--- src/rtl/uart_arb_pkg.sv ---
// Shared types and frame-length helper for the UART transmitter arbiter.
package uart_arb_pkg;

    typedef logic [1:0] parity_mode_t;

    localparam parity_mode_t PAR_NONE  = 2'b00;
    localparam parity_mode_t PAR_EVEN  = 2'b01;
    localparam parity_mode_t PAR_ODD   = 2'b10;
    localparam parity_mode_t PAR_NONE2 = 2'b11;

    typedef enum logic [1:0] {
        IDLE,
        LAUNCH,
        FRAME,
        GAP
    } arb_state_t;

    localparam int unsigned FRAME_BITS_NOPAR = 10;
    localparam int unsigned FRAME_BITS_PAR   = 11;

    // Serial bits per frame: start + 8 data + optional parity + stop.
    function automatic int unsigned frame_len(input parity_mode_t mode);
        return (mode == PAR_EVEN || mode == PAR_ODD) ? FRAME_BITS_PAR : FRAME_BITS_NOPAR;
    endfunction

endpackage

--- src/rtl/rr_arbiter.sv ---
// Combinational request arbiter: round-robin from ptr+1, or fixed lowest-index
// priority when UART_ARB_FIXED_PRIO_EN is defined.
module rr_arbiter #(
    parameter int unsigned N_REQ = 4,
    parameter int unsigned ID_W  = $clog2(N_REQ)
) (
    input  logic [N_REQ-1:0] req,
    input  logic [ID_W-1:0]  ptr,
    output logic [N_REQ-1:0] gnt,
    output logic [ID_W-1:0]  gnt_id
);

`ifdef UART_ARB_FIXED_PRIO_EN
    logic unused_ptr;
    assign unused_ptr = ^ptr;

    always_comb begin
        logic found;
        gnt    = '0;
        gnt_id = '0;
        found  = 1'b0;
        for (int unsigned i = 0; i < N_REQ; i++) begin
            if (!found && req[i]) begin
                gnt[i] = 1'b1;
                gnt_id = ID_W'(i);
                found  = 1'b1;
            end
        end
    end
`else
    always_comb begin
        logic            found;
        logic [ID_W-1:0] idx;
        gnt    = '0;
        gnt_id = '0;
        found  = 1'b0;
        idx    = '0;
        // Scan ptr+1 .. ptr+N_REQ so the last winner gets lowest priority.
        for (int unsigned k = 1; k <= N_REQ; k++) begin
            idx = ID_W'((32'(ptr) + k) % N_REQ);
            if (!found && req[idx]) begin
                gnt[idx] = 1'b1;
                gnt_id   = idx;
                found    = 1'b1;
            end
        end
    end
`endif

endmodule

--- src/rtl/uart_tx_arbiter.sv ---
// Shares one UART transmitter among N_REQ requesters, pacing launches by frame length.
// Define UART_ARB_FIXED_PRIO_EN for fixed lowest-index priority instead of round-robin.
module uart_tx_arbiter
    import uart_arb_pkg::*;
#(
    parameter int unsigned N_REQ      = 4,
    parameter int unsigned BIT_CYCLES = 1,
    parameter int unsigned GAP_CYCLES = 0
) (
    input  logic                     CLK,
    input  logic                     RST_N,
    input  logic [N_REQ-1:0]         REQ_VALID,
    input  logic [N_REQ*8-1:0]       REQ_DATA,
    input  logic [N_REQ*2-1:0]       REQ_PARITY,
    output logic [N_REQ-1:0]         REQ_READY,
    output logic                     TX_VALID,
    output logic [7:0]               TX_DATA,
    output logic [1:0]               TX_PARITY_MODE,
    output logic [$clog2(N_REQ)-1:0] GRANT_ID,
    output logic                     BUSY
);

    localparam int unsigned ID_W = $clog2(N_REQ);
    localparam int unsigned CW   = $clog2(FRAME_BITS_PAR * BIT_CYCLES);
    localparam int unsigned GW   = (GAP_CYCLES > 1) ? $clog2(GAP_CYCLES) : 1;

    arb_state_t      state_q, state_d;
    logic [CW-1:0]   cnt_q, cnt_d;
    logic [GW-1:0]   gap_q, gap_d;
    logic [7:0]      data_q, data_d;
    parity_mode_t    par_q, par_d;
    logic [ID_W-1:0] gid_q, gid_d;

    logic [N_REQ-1:0] gnt;
    logic [ID_W-1:0]  gnt_id;
    logic [ID_W-1:0]  arb_ptr;
    logic             accept;
    logic [7:0]       sel_data;
    parity_mode_t     sel_par;

`ifdef UART_ARB_FIXED_PRIO_EN
    assign arb_ptr = '0;
`else
    logic [ID_W-1:0] ptr_q;

    always_ff @(posedge CLK or negedge RST_N) begin
        if (!RST_N) begin
            ptr_q <= ID_W'(N_REQ - 1);
        end else if (accept) begin
            ptr_q <= gnt_id;
        end
    end

    assign arb_ptr = ptr_q;
`endif

    rr_arbiter #(
        .N_REQ (N_REQ),
        .ID_W  (ID_W)
    ) u_rr_arbiter (
        .req    (REQ_VALID),
        .ptr    (arb_ptr),
        .gnt    (gnt),
        .gnt_id (gnt_id)
    );

    // Ready is also gated by reset so nothing is accepted while RST_N is held low.
    assign REQ_READY = (state_q == IDLE && RST_N) ? gnt : '0;
    assign accept    = |REQ_READY;

    always_comb begin
        sel_data = '0;
        sel_par  = PAR_NONE;
        for (int unsigned i = 0; i < N_REQ; i++) begin
            if (gnt[i]) begin
                sel_data = REQ_DATA[8*i +: 8];
                sel_par  = REQ_PARITY[2*i +: 2];
            end
        end
    end

    always_comb begin
        state_d = state_q;
        cnt_d   = cnt_q;
        gap_d   = gap_q;
        data_d  = data_q;
        par_d   = par_q;
        gid_d   = gid_q;
        case (state_q)
            IDLE: begin
                if (accept) begin
                    data_d  = sel_data;
                    par_d   = sel_par;
                    gid_d   = gnt_id;
                    state_d = LAUNCH;
                end
            end
            LAUNCH: begin
                cnt_d   = CW'(frame_len(par_q) * BIT_CYCLES - 1);
                state_d = FRAME;
            end
            FRAME: begin
                if (cnt_q == '0) begin
                    if (GAP_CYCLES > 0) begin
                        gap_d   = GW'(GAP_CYCLES - 1);
                        state_d = GAP;
                    end else begin
                        state_d = IDLE;
                    end
                end else begin
                    cnt_d = cnt_q - 1'b1;
                end
            end
            GAP: begin
                if (gap_q == '0) begin
                    state_d = IDLE;
                end else begin
                    gap_d = gap_q - 1'b1;
                end
            end
            default: state_d = IDLE;
        endcase
    end

    always_ff @(posedge CLK or negedge RST_N) begin
        if (!RST_N) begin
            state_q <= IDLE;
            cnt_q   <= '0;
            gap_q   <= '0;
            data_q  <= '0;
            par_q   <= PAR_NONE;
            gid_q   <= '0;
        end else begin
            state_q <= state_d;
            cnt_q   <= cnt_d;
            gap_q   <= gap_d;
            data_q  <= data_d;
            par_q   <= par_d;
            gid_q   <= gid_d;
        end
    end

    assign TX_VALID       = (state_q == LAUNCH);
    assign BUSY           = (state_q != IDLE);
    assign TX_DATA        = data_q;
    assign TX_PARITY_MODE = par_q;
    assign GRANT_ID       = gid_q;

endmodule

--- config.mk ---
export PLATFORM = sky130hd
export DESIGN_NAME = uart_tx_arbiter
export DESIGN_NICKNAME = d
export VERILOG_FILES = /design/src/rtl/uart_arb_pkg.sv /design/src/rtl/rr_arbiter.sv /design/src/rtl/uart_tx_arbiter.sv
export SDC_FILE = /design/constraint.sdc
export NUM_CORES = 1
export LEC_CHECK = 0
export CORE_MARGIN = 4
export CORE_UTILIZATION = 47
export DETAILED_ROUTE_END_ITERATION = 8
export PLACE_DENSITY = 0.85
export SLEW_MARGIN = 30
export SYNTH_ARGS = -nofsm -noshare
export SYNTH_HDL_FRONTEND = slang
export SYNTH_SLANG_ARGS = --single-unit
--- constraint.sdc ---
create_clock -name CLK -period 4.7 [get_ports CLK]
set_input_delay 0.47 -clock CLK [delete_from_list [all_inputs] [get_ports CLK]]
set_output_delay 0.47 -clock CLK [all_outputs]
set_load 0.01 [all_outputs]
==> flow_summary.json, run 1 <==
{
  "fmax_ghz": 0.255,
  "area_growth_pct": 40.4,
  "num_rows": 21,
  "setup_slack_ns": 0.786,
  "cts_tree": "done",
  "post_cts_buffers": 0,
  "synthAdderAreaFrac_pct": 6.84,
  "avgSynthCellArea_sq_um": 8.36,
  "die_w_um": 67.2,
  "fin_skew_ns": 0.0146,
  "dp_cells": 296,
  "yosysSeqAreaShare_pct": 30.5,
  "root_buffer": "clkbuf_4",
  "rsz0062_at_grt": "no",
  "slowest_stage": "dfstp_2",
  "yosys.area_share.simple_pct": 19.9,
  "p_leak_uw": 0.00103,
  "ir_drop_v": 0.000390,
  "r2r_cells": 9,
  "tns_ns": 0,
  "synthMuxAreaShare_pct": 4.41,
  "slew_headroom_pct": 54.9,
  "status": "finished clean",
  "required_ns": 4.23,
  "io_pins": 64,
  "synth.net_count": 252,
  "post-place-ws_ns": 1.12,
  "drive_gt1_share_pct": 6.69,
  "min_path_cells": 1,
  "endpoint_kind": "output pin",
  "grt_pass1_vias": 1573,
  "clock_path_buffers": 2,
  "critPathLaunchType": "flop",
  "cp_max_fo": 19,
  "clk_pin_slew_ns": 0.09,
  "cts_hold_buffers": 0,
  "ys_top_cells_by_area": "dfrtp_1 (27%), ha_1 (6.8%), and3b_1 (6.4%), o221ai_1 (5.9%), nor2_1 (4.8%)",
  "crit_buf_inv": 2,
  "clk_latency_ns": 0.29,
  "cts-htree-levels": 1,
  "synth_seq_cells": 20,
  "cts_made_buffers": 3,
  "power_density_mw_per_mm2": 692,
  "drv_slew": 0,
  "finalHoldViolations": 0,
  "period_minus_slack_ns": 3.91,
  "synthCells": 197,
  "synthTopCellsByCount": "nor2_1 (21), inv_1 (19), dfrtp_1 (18), nand2_1 (18), o21ai_0 (15)",
  "gr-total-overflow": 0,
  "wire_per_inst_um": 14.0,
  "port_buffers": 63,
  "crit_cells": 7,
  "antenna_found_initial": 0,
  "drc": 0,
  "via_per_inst": 5.46,
  "synth_ff_type": "dfrtp_1",
  "ys_warn_count": 0,
  "clock_sinks": 20,
  "worstPathCellList": "inv_1, ha_1, mux2i_1, nand2b_1, a22oi_2, nor2_1, clkdlybuf4s50_1",
  "crit_family": "flip-flops",
  "fin_cells": 300,
  "synth_xor_area_share_pct": 0.532,
  "path_class": "flop to output pin",
  "ys_async_sr_fraction_pct": 100,
  "dr.pass1.iters": 4,
  "vias": 1637,
  "ant_nets": 0,
  "start_util_pct": 49.0,
  "fin_crit_sh_pct": 83.3,
  "drv_cap": 0,
  "gr-usage-all-layers_pct": 19.3,
  "synth_top_family_by_area": "compound AO/OA/AOI/OAI gates",
  "syn-cell-area_sq_mm": 0.00165,
  "wl_mm": 4.20,
  "setup_viol": 0,
  "coreArea_sq_mm": 0.00336,
  "nets": 310,
  "power_uw": 1600,
  "tightest_slew_ns": 0.657,
  "die_h_um": 67.2,
  "dieArea_sq_mm": 0.00451,
  "synth_most_common_cell": "nor2_1",
  "yosys.cell_types.count": 41,
  "post-route-util_pct": 68.8,
  "place.gp.congestion": 0.814,
  "arrival_ns": 3.44,
  "grt_max_degree": 24,
  "synth_top_area_share_pct": 27.4,
  "grt_pass1_wl_mm": 6.83,
  "hold_path.class": "flop to flop",
  "drt_iter0_markers": 75,
  "crit_path_max_incr_delay_ns": 0.80,
  "cts_resized": 0,
  "num_antenna_cells": 0,
  "synth_edf_count": 0,
  "synth_compound_area_share_pct": 28.7,
  "hpwl_mm": 3.32,
  "synth_top_area_cell": "dfrtp_1"
}
where the power goes:
part           leakage [uW]  switching [uW]  total (uW)  internal, uW
Sequential         0.000231            89.6         357           267
Combinational      0.000788             632        1160           532
Clock             0.0000150            47.3        80.2          32.9
placed cells by master, fill, tap and decap left out, types with 5 or more instances in the layout:
cell type	netlist	final
a21oi_1	5	5
and3b_1	12	12
dfrtp_1	18	18
o221ai_1	11	11
inv_1	19	19
ha_1	9	9
nand2b_1	5	5
nor2_1	21	21
nand2_1	18	18
o21ai_0	15	15
mux2i_1	5	5
clkdlybuf4s50_1	0	63
a31oi_1	10	10
cells by family (layout without fill, tap and decap cells):
logic type	Yosys count	in the layout
AO/OA/AOI/OAI	64	64
AND/OR/NAND/NOR	64	64
buffers and inverters	33	90
flip-flops	20	20
adder cells (fa/ha/maj)	9	9
multiplexers	6	6
XOR/XNOR	1	1
per-stage QoR:
| stage | area, sq um | hold WS (ns) |
|---|---|---|
| after floorplan | 1650 | 0.174 |
| after global placement | 2290 | 0.466 |
| after detailed placement | 2290 | 0.467 |
| after CTS | 2310 | 0.489 |
| after global routing | 2310 | 0.523 |
| final | 2310 | 0.484 |
routing by layer:
metal	routed length, um	GRT usage, %
met1	1870	25.8
met2	2050	32.9
met3	226	3.16
met4	46	4.05
met5	0	0
worst paths after layout:
path	slack, ns	to	from
max	0.79	REQ_READY[3]	arb_ptr[0]$_DFFE_PN1P_
max in group asynchronous	3.90	arb_ptr[0]$_DFFE_PN1P_	RST_N
min reg2reg	0.48	GRANT_ID[0]$_DFFE_PN0P_	GRANT_ID[0]$_DFFE_PN0P_
min	0.48	GRANT_ID[0]$_DFFE_PN0P_	GRANT_ID[0]$_DFFE_PN0P_
max reg2reg	1.30	GRANT_ID[1]$_DFFE_PN0P_	arb_ptr[0]$_DFFE_PN1P_
min in group asynchronous	0.52	TX_DATA[7]$_DFFE_PN0P_	RST_N
registers in the layout, indices dropped and copies added (netlist names):
signal and flops:
cnt_q 4, arb_ptr 2, TX_DATA 8, TX_PARITY_MODE 2
GRANT_ID 2, state_q 2
layout make-up:
class,count,area (sq um)
clock buffers,4,26.3
fillers,288,1050
flip-flops and latches,20,503
well taps,46,57.6
multi-input cells,144,995
inverters,20,77.6
repair buffers,66,653
No activity file was read; power rests on OpenSTA's default activity.
==> run 2: changes to the inputs <==
--- a/config.mk
+++ b/config.mk
@@ -6,9 +6,9 @@
 export NUM_CORES = 1
 export LEC_CHECK = 0
 export CORE_MARGIN = 4
-export CORE_UTILIZATION = 47
+export CORE_UTILIZATION = 40
 export DETAILED_ROUTE_END_ITERATION = 8
-export PLACE_DENSITY = 0.85
+export PLACE_DENSITY = 0.77
 export SLEW_MARGIN = 30
 export SYNTH_ARGS = -nofsm -noshare
 export SYNTH_HDL_FRONTEND = slang
==> constraint.sdc (replaced) <==
create_clock -name CLK -period 3.2 [get_ports CLK]
set_input_delay 0.32 -clock CLK [delete_from_list [all_inputs] [get_ports CLK]]
set_output_delay 0.32 -clock CLK [all_outputs]
set_load 0.01 [all_outputs]
==> run 2 against run 1 <==
  * Power increased by 55%
  * Die area increased by 15%
  * Global-route usage decreased by 2.5 points
  * Critical path depth increased by 1
  * Sequential power increased by 37%
  * Via count increased by 1.7%
  * Setup slack got worse by 0.67 ns
  * Utilization decreased by 8.1 points
  * Sequential cell count unchanged
  * Clock power increased by 100%
==> flow_summary.json, run 2 (synthesis results as in run 1) <==
{
  "status": "finished clean",
  "arrival_ns": 2.76,
  "num_rows": 23,
  "via_per_inst": 5.27,
  "endpoint_kind": "output pin",
  "crit_family": "buffers and inverters",
  "fin_skew_ns": 0.00321,
  "drv_cap": 0,
  "final_cell_mix": "clkdlybuf4s50_1 (63), nor2_1 (21), inv_1 (19)",
  "io_pins": 64,
  "grt_pass1_vias": 1452,
  "ir_drop_v": 0.000666,
  "drive_gt1_share_pct": 10.9,
  "port_buffers": 63,
  "wl_mm": 4.30,
  "power_density_mw_per_mm2": 1020,
  "power_uw": 2490,
  "rsz0062_at_grt": "no",
  "wire_per_inst_um": 13.6,
  "start_util_pct": 41.2,
  "clk_latency_ns": 0.25,
  "setup_viol": 0,
  "dieArea_sq_mm": 0.00521,
  "fmax_ghz": 0.325,
  "required_ns": 2.88,
  "die_w_um": 72.2,
  "finalHoldViolations": 0,
  "path_class": "flop to output pin",
  "crit_buf_inv": 3,
  "cts_tree": "done",
  "fin_cells": 316,
  "hpwl_mm": 3.43,
  "clk_pin_slew_ns": 0.07,
  "tns_ns": 0,
  "cts-htree-levels": 1,
  "cp_max_fo": 10,
  "gr-total-overflow": 0,
  "tightest_slew_ns": 0.355,
  "slowest_stage": "dfstp_2",
  "drv_slew": 0,
  "die_h_um": 72.2,
  "critPathLaunchType": "flop",
  "coreArea_sq_mm": 0.00400,
  "place.gp.congestion": 0.865,
  "final_common_cell": "clkdlybuf4s50_1",
  "seqCellArea_sq_um": 503,
  "grt_pass1_wl_mm": 6.97,
  "p_leak_uw": 0.00110,
  "cts_hold_buffers": 0,
  "antenna_found_initial": 0,
  "slew_headroom_pct": 76.3,
  "dr.pass1.iters": 4,
  "cts_resized": 0,
  "largest_register_ffs": 8,
  "cts_made_buffers": 3,
  "fin_hold_ws_ns": 0.461,
  "worstPathCellList": "inv_1, ha_1, mux2i_1, buf_4, a211o_1, a22oi_1, nor2_1, clkdlybuf4s50_1",
  "hold_path.class": "input pin to asynchronous set/reset pin",
  "num_antenna_cells": 0,
  "ant_nets": 0,
  "root_buffer": "clkbuf_8",
  "fin_crit_sh_pct": 96.3,
  "clock_path_buffers": 2,
  "clock_sinks": 20,
  "vias": 1665,
  "n_fill_cell": 366,
  "grt_max_degree": 24,
  "dp_cells": 309,
  "period_minus_slack_ns": 3.08,
  "multi_input_area_sq_um": 995,
  "nets": 322,
  "drc": 0,
  "drt_iter0_markers": 106,
  "area_growth_pct": 47.3,
  "gr-usage-all-layers_pct": 16.8,
  "crit_path_max_incr_delay_ns": 0.62
}
==> run 2: cell types whose count changed in the layout (fill, tap and decap cells not counted) <==
| cell | delta |
|---|---|
| clkbuf_4 | -3 |
| buf_4 | +12 |
| clkbuf_8 | +3 |
==> run 2: worst paths after layout <==
kind,start,end,slack [ns],depth (start not counted)
worst min register to register,GRANT_ID[1]$_DFFE_PN0P_,GRANT_ID[1]$_DFFE_PN0P_,0.50,2
min in group CLK,GRANT_ID[1]$_DFFE_PN0P_,GRANT_ID[1]$_DFFE_PN0P_,0.50,2
worst min-delay path,RST_N,cnt_q[1]$_DFFE_PN0P_,0.46,2
worst max-delay path,arb_ptr[0]$_DFFE_PN1P_,REQ_READY[1],0.12,8
worst max register to register,arb_ptr[0]$_DFFE_PN1P_,TX_DATA[2]$_DFFE_PN0P_,0.39,10
max in group asynchronous,RST_N,arb_ptr[0]$_DFFE_PN1P_,2.47,2
==> run 2: per-stage QoR <==
stage	area (sq um)	setup slack (ns)	util [%]
final	2430	0.120	60.7
after global placement	2360	0.367	59.0
after CTS	2400	0.0618	60.1
after floorplan	1650	0.337	-
after detailed placement	2360	0.344	59.0
after global routing	2430	0.00265	60.7
==> run 2: layout make-up <==
type,count,share of cell area [%]
multi-input cells,144,41.0
repair buffers,78,30.6
flip-flops and latches,20,20.7
inverters,20,3.20
well taps,50,2.58
clock buffers,4,1.86
==> run 2: worst register-to-register path: stages (launching register included) <==
cell	delay [ns]
dfstp_2	0.62
inv_1	0.12
ha_1	0.35
mux2i_1	0.14
buf_4	0.18
a211o_1	0.28
a22oi_1	0.25
buf_4	0.26
and3b_1	0.17
o221ai_1	0.16
a31oi_1	0.21
==> run 2: metal layers <==
layer	vias to the layer above	track usage [%]	wire [um]
li1	854	-	-
met1	767	25.0	2020
met2	40	25.2	2010
met3	4	2.22	213
met4	0	5.01	51
met5	-	0	0
==> run 2: power breakdown <==
part	leakage (uW)	total, uW	switching, uW	internal (uW)
combinational	0.000847	1830	971	863
clock	0.0000228	164	75.4	88.4
sequential	0.000231	488	95.5	392
total	0.00110	2490	1140	1340
==> run 2: repair_timing <==
item | CTS | global route
endpoints found under the hold margin | 0 | 0
endpoints found under the setup margin | 0 | 4
setup buffers | 0 | 3
